## src/rtl/if_fetch_unit.sv

```systemverilog
// Instruction fetch: issues tagged, word-aligned imem reads and queues {pc, instr} toward IF/ID.
// Latency: accept at cycle N, memory response at N+1, id_valid at N+2 (no FIFO bypass).
// Backpressure: credits cap requests outstanding plus buffered at DEPTH; id_ready=0 stalls fetch.

// Small circular FIFO with synchronous clear; the caller never pushes when full or pops when empty.
// Latency: a push at a posedge is visible at head_dat after that edge.
// Backpressure: none internally; push/pop are gated defensively on full/empty.
module if_fetch_fifo #(
    parameter int W     = 32,
    parameter int DEPTH = 2,
    parameter int CNT_W = 2
) (
    input  logic             clk,
    input  logic             rst,
    input  logic             clr,
    input  logic             push_vld,
    input  logic [W-1:0]     push_dat,
    input  logic             pop_rdy,
    output logic [W-1:0]     head_dat,
    output logic [CNT_W-1:0] count
);
    localparam int PTR_W = (DEPTH > 1) ? $clog2(DEPTH) : 1;
    localparam logic [PTR_W-1:0] LAST = PTR_W'(DEPTH - 1);
    localparam logic [CNT_W-1:0] FULL = CNT_W'(DEPTH);

    logic [W-1:0]     mem [DEPTH];
    logic [PTR_W-1:0] wr_ptr;
    logic [PTR_W-1:0] rd_ptr;
    logic             do_push;
    logic             do_pop;

    assign do_push  = push_vld & (count != FULL);
    assign do_pop   = pop_rdy & (count != '0);
    assign head_dat = mem[rd_ptr];

    // Entry storage needs no reset: entries are only read while count says they are valid.
    always_ff @(posedge clk) begin
        if (do_push && !clr && !rst) begin
            mem[wr_ptr] <= push_dat;
        end
    end

    // Pointers and occupancy; clear empties the queue in one cycle.
    always_ff @(posedge clk) begin
        if (rst || clr) begin
            wr_ptr <= '0;
            rd_ptr <= '0;
            count  <= '0;
        end else begin
            if (do_push) begin
                wr_ptr <= (wr_ptr == LAST) ? '0 : wr_ptr + PTR_W'(1);
            end
            if (do_pop) begin
                rd_ptr <= (rd_ptr == LAST) ? '0 : rd_ptr + PTR_W'(1);
            end
            count <= count + CNT_W'(do_push) - CNT_W'(do_pop);
        end
    end
endmodule

// Fetch unit top: PC tag queue, instruction FIFO, outstanding/drop counters and RUN/DRAIN FSM.
// Latency: 2 cycles from request accept to id_valid with a 1-cycle memory.
// Backpressure: imem_req_valid drops once outstanding + buffered reaches DEPTH or during flush/drain.
module if_fetch_unit #(
    parameter int XLEN  = 32,
    parameter int DEPTH = 2,
    parameter int CNT_W = 2
) (
    input  logic            clk,
    input  logic            rst,
    input  logic [XLEN-1:0] fetch_pc,
    output logic            pc_advance,
    input  logic            flush,
    output logic            imem_req_valid,
    input  logic            imem_req_ready,
    output logic [XLEN-1:0] imem_req_addr,
    input  logic            imem_rsp_valid,
    input  logic [XLEN-1:0] imem_rsp_data,
    output logic            id_valid,
    input  logic            id_ready,
    output logic [XLEN-1:0] id_pc,
    output logic [XLEN-1:0] id_instr
);
    localparam logic [0:0] ST_RUN   = 1'b0;
    localparam logic [0:0] ST_DRAIN = 1'b1;
    localparam logic [CNT_W:0] DEPTH_C = (CNT_W + 1)'(DEPTH);

    logic [0:0]        state;
    logic [CNT_W-1:0]  outstanding;
    logic [CNT_W-1:0]  drop_cnt;
    logic [CNT_W-1:0]  drop_next;
    logic [CNT_W-1:0]  tag_cnt;
    logic [CNT_W-1:0]  fifo_cnt;
    logic [XLEN-1:0]   tag_head;
    logic [2*XLEN-1:0] fifo_head;
    logic [CNT_W:0]    inflight;
    logic              credit_ok;
    logic              req_fire;
    logic              rsp_hit;
    logic              rsp_take;
    logic              id_pop;

    // A response with nothing outstanding has no tag (protocol error or pre-reset leftover).
    assign rsp_hit   = imem_rsp_valid & (outstanding != '0);
    assign rsp_take  = rsp_hit & (state == ST_RUN) & !flush & (tag_cnt != '0);
    assign drop_next = outstanding - CNT_W'(rsp_hit);

    assign inflight       = {1'b0, outstanding} + {1'b0, fifo_cnt};
    assign credit_ok      = inflight < DEPTH_C;
    assign imem_req_valid = !rst & (state == ST_RUN) & !flush & credit_ok;
    assign imem_req_addr  = {fetch_pc[XLEN-1:2], 2'b00};
    assign req_fire       = imem_req_valid & imem_req_ready;
    assign pc_advance     = req_fire;

    // A flush wins over a simultaneous IF/ID pop; the FIFO is cleared instead.
    assign id_valid = (fifo_cnt != '0);
    assign id_pop   = id_valid & id_ready & !flush;
    assign id_pc    = id_valid ? fifo_head[2*XLEN-1:XLEN] : '0;
    assign id_instr = id_valid ? fifo_head[XLEN-1:0] : '0;

    // PC tags of requests awaiting their response, in issue order.
    if_fetch_fifo #(
        .W     (XLEN),
        .DEPTH (DEPTH),
        .CNT_W (CNT_W)
    ) u_tag_q (
        .clk      (clk),
        .rst      (rst),
        .clr      (flush),
        .push_vld (req_fire),
        .push_dat (fetch_pc),
        .pop_rdy  (rsp_take),
        .head_dat (tag_head),
        .count    (tag_cnt)
    );

    // Returned instructions paired with their unmodified fetch PC.
    if_fetch_fifo #(
        .W     (2 * XLEN),
        .DEPTH (DEPTH),
        .CNT_W (CNT_W)
    ) u_instr_q (
        .clk      (clk),
        .rst      (rst),
        .clr      (flush),
        .push_vld (rsp_take),
        .push_dat ({tag_head, imem_rsp_data}),
        .pop_rdy  (id_pop),
        .head_dat (fifo_head),
        .count    (fifo_cnt)
    );

    // Outstanding count tracks every accepted request until its response arrives, even when dropped.
    always_ff @(posedge clk) begin
        if (rst) begin
            outstanding <= '0;
        end else begin
            outstanding <= outstanding + CNT_W'(req_fire) - CNT_W'(rsp_hit);
        end
    end

    // RUN/DRAIN control: a flush arms the drop counter, DRAIN discards responses until it empties.
    always_ff @(posedge clk) begin
        if (rst) begin
            state    <= ST_RUN;
            drop_cnt <= '0;
        end else if (flush) begin
            drop_cnt <= drop_next;
            state    <= (drop_next != '0) ? ST_DRAIN : ST_RUN;
        end else if (state == ST_DRAIN) begin
            if (drop_cnt == '0) begin
                state <= ST_RUN;
            end else if (rsp_hit) begin
                drop_cnt <= drop_cnt - CNT_W'(1);
                if (drop_cnt == CNT_W'(1)) begin
                    state <= ST_RUN;
                end
            end
        end
    end
endmodule

```

## config.mk

```make
export PLATFORM = sky130hd
export DESIGN_NAME = if_fetch_unit
export DESIGN_NICKNAME = d
export VERILOG_FILES = /design/src/rtl/if_fetch_unit.sv
export SDC_FILE = /design/constraint.sdc
export NUM_CORES = 1
export LEC_CHECK = 0
export ABC_CLOCK_PERIOD_IN_PS = 14650
export CORE_ASPECT_RATIO = 1.75
export CORE_MARGIN = 8
export CORE_UTILIZATION = 35
export DETAILED_ROUTE_END_ITERATION = 12
export GPL_ROUTABILITY_DRIVEN = 0
export GPL_TIMING_DRIVEN = 0
export PLACE_DENSITY = 0.6
export SLEW_MARGIN = 30
export SYNTH_ARGS = -nofsm -noshare
export SYNTH_HDL_FRONTEND = slang
export SYNTH_SLANG_ARGS = --single-unit
```

## constraint.sdc

```tcl
create_clock -name clk -period 14.65 [get_ports clk]
set_input_delay 2.93 -clock clk [delete_from_list [all_inputs] [get_ports clk]]
set_output_delay 2.93 -clock clk [all_outputs]
set_load 0.05 [all_outputs]
```

==> reports/qor.yml <==
cts:
  cts_sinks: 207
  numCtsBuffers: 20
  path_clk_slew_ns: 0.06
  clk_latency_ns: 0.50
  cts_tree: "done"
  cts_resized: 0
  clock-root-buffer: "clkbuf_16"
  cts_setup_buffers: 0
  postCtsHoldBufs: 0
  h-tree-depth: 1
  clockBufferDepth: 3
cells_and_area:
  nets: 779
  utilization_pct: 47.66
  drive_gt1_share_pct: 16.27
  final_cells: 1017
  fin_area_um2: 11030
  num_antenna_cells: 0
  syn2layout_area_growth_pct: 34.69
critical_path:
  reg2regPathDepth: 8
  end_kind: "output pin"
  criticalPathCategory: "in -> out"
  critPathArrivalTime_ns: 5.27
  reg2reg_slack_ns: 11.64
  cp-start-kind: "input port"
  r2r_start: "u_instr_q.count[0]"
  cp_max_fo: 10
  cp.required_ns: 11.72
  r2r_end: "u_tag_q.mem[0][20]"
global_routing:
  grt_max_degree: 38
  grt_first_pass_wirelength_um: 28030
  first_global_vias: 5152
  gr-total-overflow: 0
  grtUsageTotal_pct: 12.46
  grt_antenna_before_repair: 0
synthesis:
  avgSynthCellArea_um2: 16.29
  yosys_warnings: 0
  synth_ff_type: "edfxtp_1"
  synth-edff-count: 192
  synthesis.instances: 503
  ys_ff_latch: 207
  seq_area_frac_synth_pct: 74.05
  ys_types: 40
  syn_area_um2: 8192
  async_flop_share_pct: 0
routing:
  drt_iter0_drc: 185
  drt_pass1_iterations: 4
  routed_via_density: 4.559
  routed_wirelength_um: 18150
  antenna_left: 0
  num_vias: 4637
  wl_per_cell_um: 17.84
  drc_errors: 0
sta:
  post-route-min-period_ns: 8.204
  setup_ws_ns: 6.446
  setup_viol: 0
  drv_slew: 0
  final_hold_viol_count: 0
  finClkSkew_ns: 0.006442
  max_freq_mhz: 121.9
  rsz0062_at_grt: "no"
  period_share_pct: 56.00
  slew_headroom_pct: 46.59
  worst-slew-pin-transition_ns: 0.8012
  finalSetupTns_ns: 0
  hold-worst-slack_ns: 0.4800
power_and_ir_drop:
  power_leakage_nw: 3.641
  p_total_mw: 1.238
  ir_drop_uv: 63.74
  p_per_area_nw_per_um2: 112.2
job:
  drv_cap: 0
placed_design:
  port_buffers: 166
  dpl_cell_area_um2: 10440
  place_ws_ns: 6.449
  dp_hpwl_um: 13290
  dp.cells: 982
min_path:
  min_path_type: "reg -> reg"
  whs_path_depth: 2
  whs_endpoint: "u_instr_q.wr_ptr"
  min_from: "u_instr_q.wr_ptr"
floorplanning:
  die_h_um: 218.4
  rows: 74
  dieArea_um2: 28750
  initial_utilization_pct: 35.39
  core_area_um2: 23150
  chipWidth_um: 131.6
  io_pins: 169
run_status:
  status: "complete, no violations"
[Yosys cell counts, types with 5 or more instances]
| master | n | area share, % |
|---|---|---|
| inv_1 | 13 | 0.60 |
| buf_4 | 32 | 2.9 |
| ha_1 | 8 | 1.2 |
| nor2_1 | 76 | 3.5 |
| clkbuf_1 | 7 | 0.32 |
| buf_1 | 5 | 0.23 |
| edfxtp_1 | 192 | 70 |
| mux2i_1 | 66 | 8.1 |
| buf_2 | 8 | 0.49 |
| mux2_2 | 32 | 4.4 |
| dfxtp_1 | 15 | 3.7 |
[per-layer routing]
| layer | routed length [µm] | share of wire, % | up-vias | GRT usage, % |
|---|---|---|---|---|
| met5 | 0 | 0 | - | 0 |
| met4 | 561 | 3.1 | 0 | 5.694 |
| met3 | 977 | 5.4 | 34 | 2.989 |
| met2 | 10200 | 56 | 124 | 24.39 |
| met1 | 6406 | 35 | 2278 | 11.94 |
| li1 | - | - | 2201 | - |
[how the worst max path moves through the flow]
stage	from	cells after the start	endpoint	slack [ns]
2_1_floorplan	flush	4	pc_advance	6.23
3_3_place_gp	imem_rsp_valid	5	u_instr_q.mem[0][13]	5.62
3_5_place_dp	rst	6	pc_advance	6.45
4_1_cts	rst	6	pc_advance	6.42
5_1_grt	rst	6	pc_advance	6.28
6_report	rst	6	pc_advance	6.45
[worst max-delay path, stage by stage]
cell and delay [ns]:
clkdlybuf4s50_1 0.55, or2_2 0.33, buf_2 0.19, nor4_1 0.25
and2_1 0.21, clkdlybuf4s50_1 0.82
[area by class of cell]
cell class	instances	area, µm²
plain buffers	52	325.3
clock buffers	29	565.5
clock inverters	6	30.03
fillers	2040	12110
inverters	13	48.80
multi-input cells	232	1780
flip-flops and latches	207	6066
well taps	304	380.4
repair buffers	174	1837
[cell families (layout without fill, tap and decap cells)]
logic type / count (synthesis) / in the layout / share of synthesized area [%]
AO/OA/AOI/OAI: 16 / 16 / 1.237
XOR/XNOR: 5 / 5 / 0.5346
adder cells (fa/ha/maj): 9 / 9 / 1.466
buffers and inverters: 65 / 274 / 4.567
flip-flops: 207 / 207 / 74.05
multiplexers: 98 / 98 / 12.46
other: 1 / 2 / 0.04578
AND/OR/NAND/NOR: 102 / 102 / 5.636
[cell usage in the layout, fill, tap and decap left out, types with 2 or more instances in the layout]
cell / netlist / layout
a21oi_1: 4 / 4
and2_1: 3 / 3
buf_1: 5 / 5
buf_16: 0 / 4
buf_2: 8 / 8
buf_4: 32 / 32
buf_8: 0 / 3
clkbuf_1: 7 / 14
clkbuf_16: 0 / 21
clkdlybuf4s50_1: 0 / 166
clkinv_1: 0 / 2
clkinv_2: 0 / 3
conb_1: 1 / 2
dfxtp_1: 15 / 15
edfxtp_1: 192 / 192
ha_1: 8 / 8
inv_1: 13 / 13
mux2_2: 32 / 32
mux2i_1: 66 / 66
nand2_1: 3 / 3
nand2b_1: 2 / 2
nor2_1: 76 / 73
nor2_4: 0 / 3
nor2b_1: 3 / 3
nor3_1: 3 / 3
o21ai_0: 4 / 4
o31a_1: 2 / 2
or2_2: 2 / 2
xor2_1: 4 / 4
[power by group]
| part | leakage [nW] | total [mW] | internal, mW | switching [mW] |
|---|---|---|---|---|
| registers | 1.85 | 0.661 | 0.657 | 0.00463 |
| logic | 1.50 | 0.103 | 0.0475 | 0.0553 |
| clock network | 0.289 | 0.474 | 0.268 | 0.206 |
[sequential cells by signal (all words and copies together), names as in the netlist, named ones only]
register and cells:
u_tag_q.rd_ptr 1, u_instr_q.rd_ptr 1, u_tag_q.mem 64, u_tag_q.count 2
u_tag_q.wr_ptr 1, outstanding 2, u_instr_q.wr_ptr 1, state 1
u_instr_q.mem 128, u_instr_q.count 2, drop_cnt 2
Note: power is estimated with default switching activity, not from simulation.
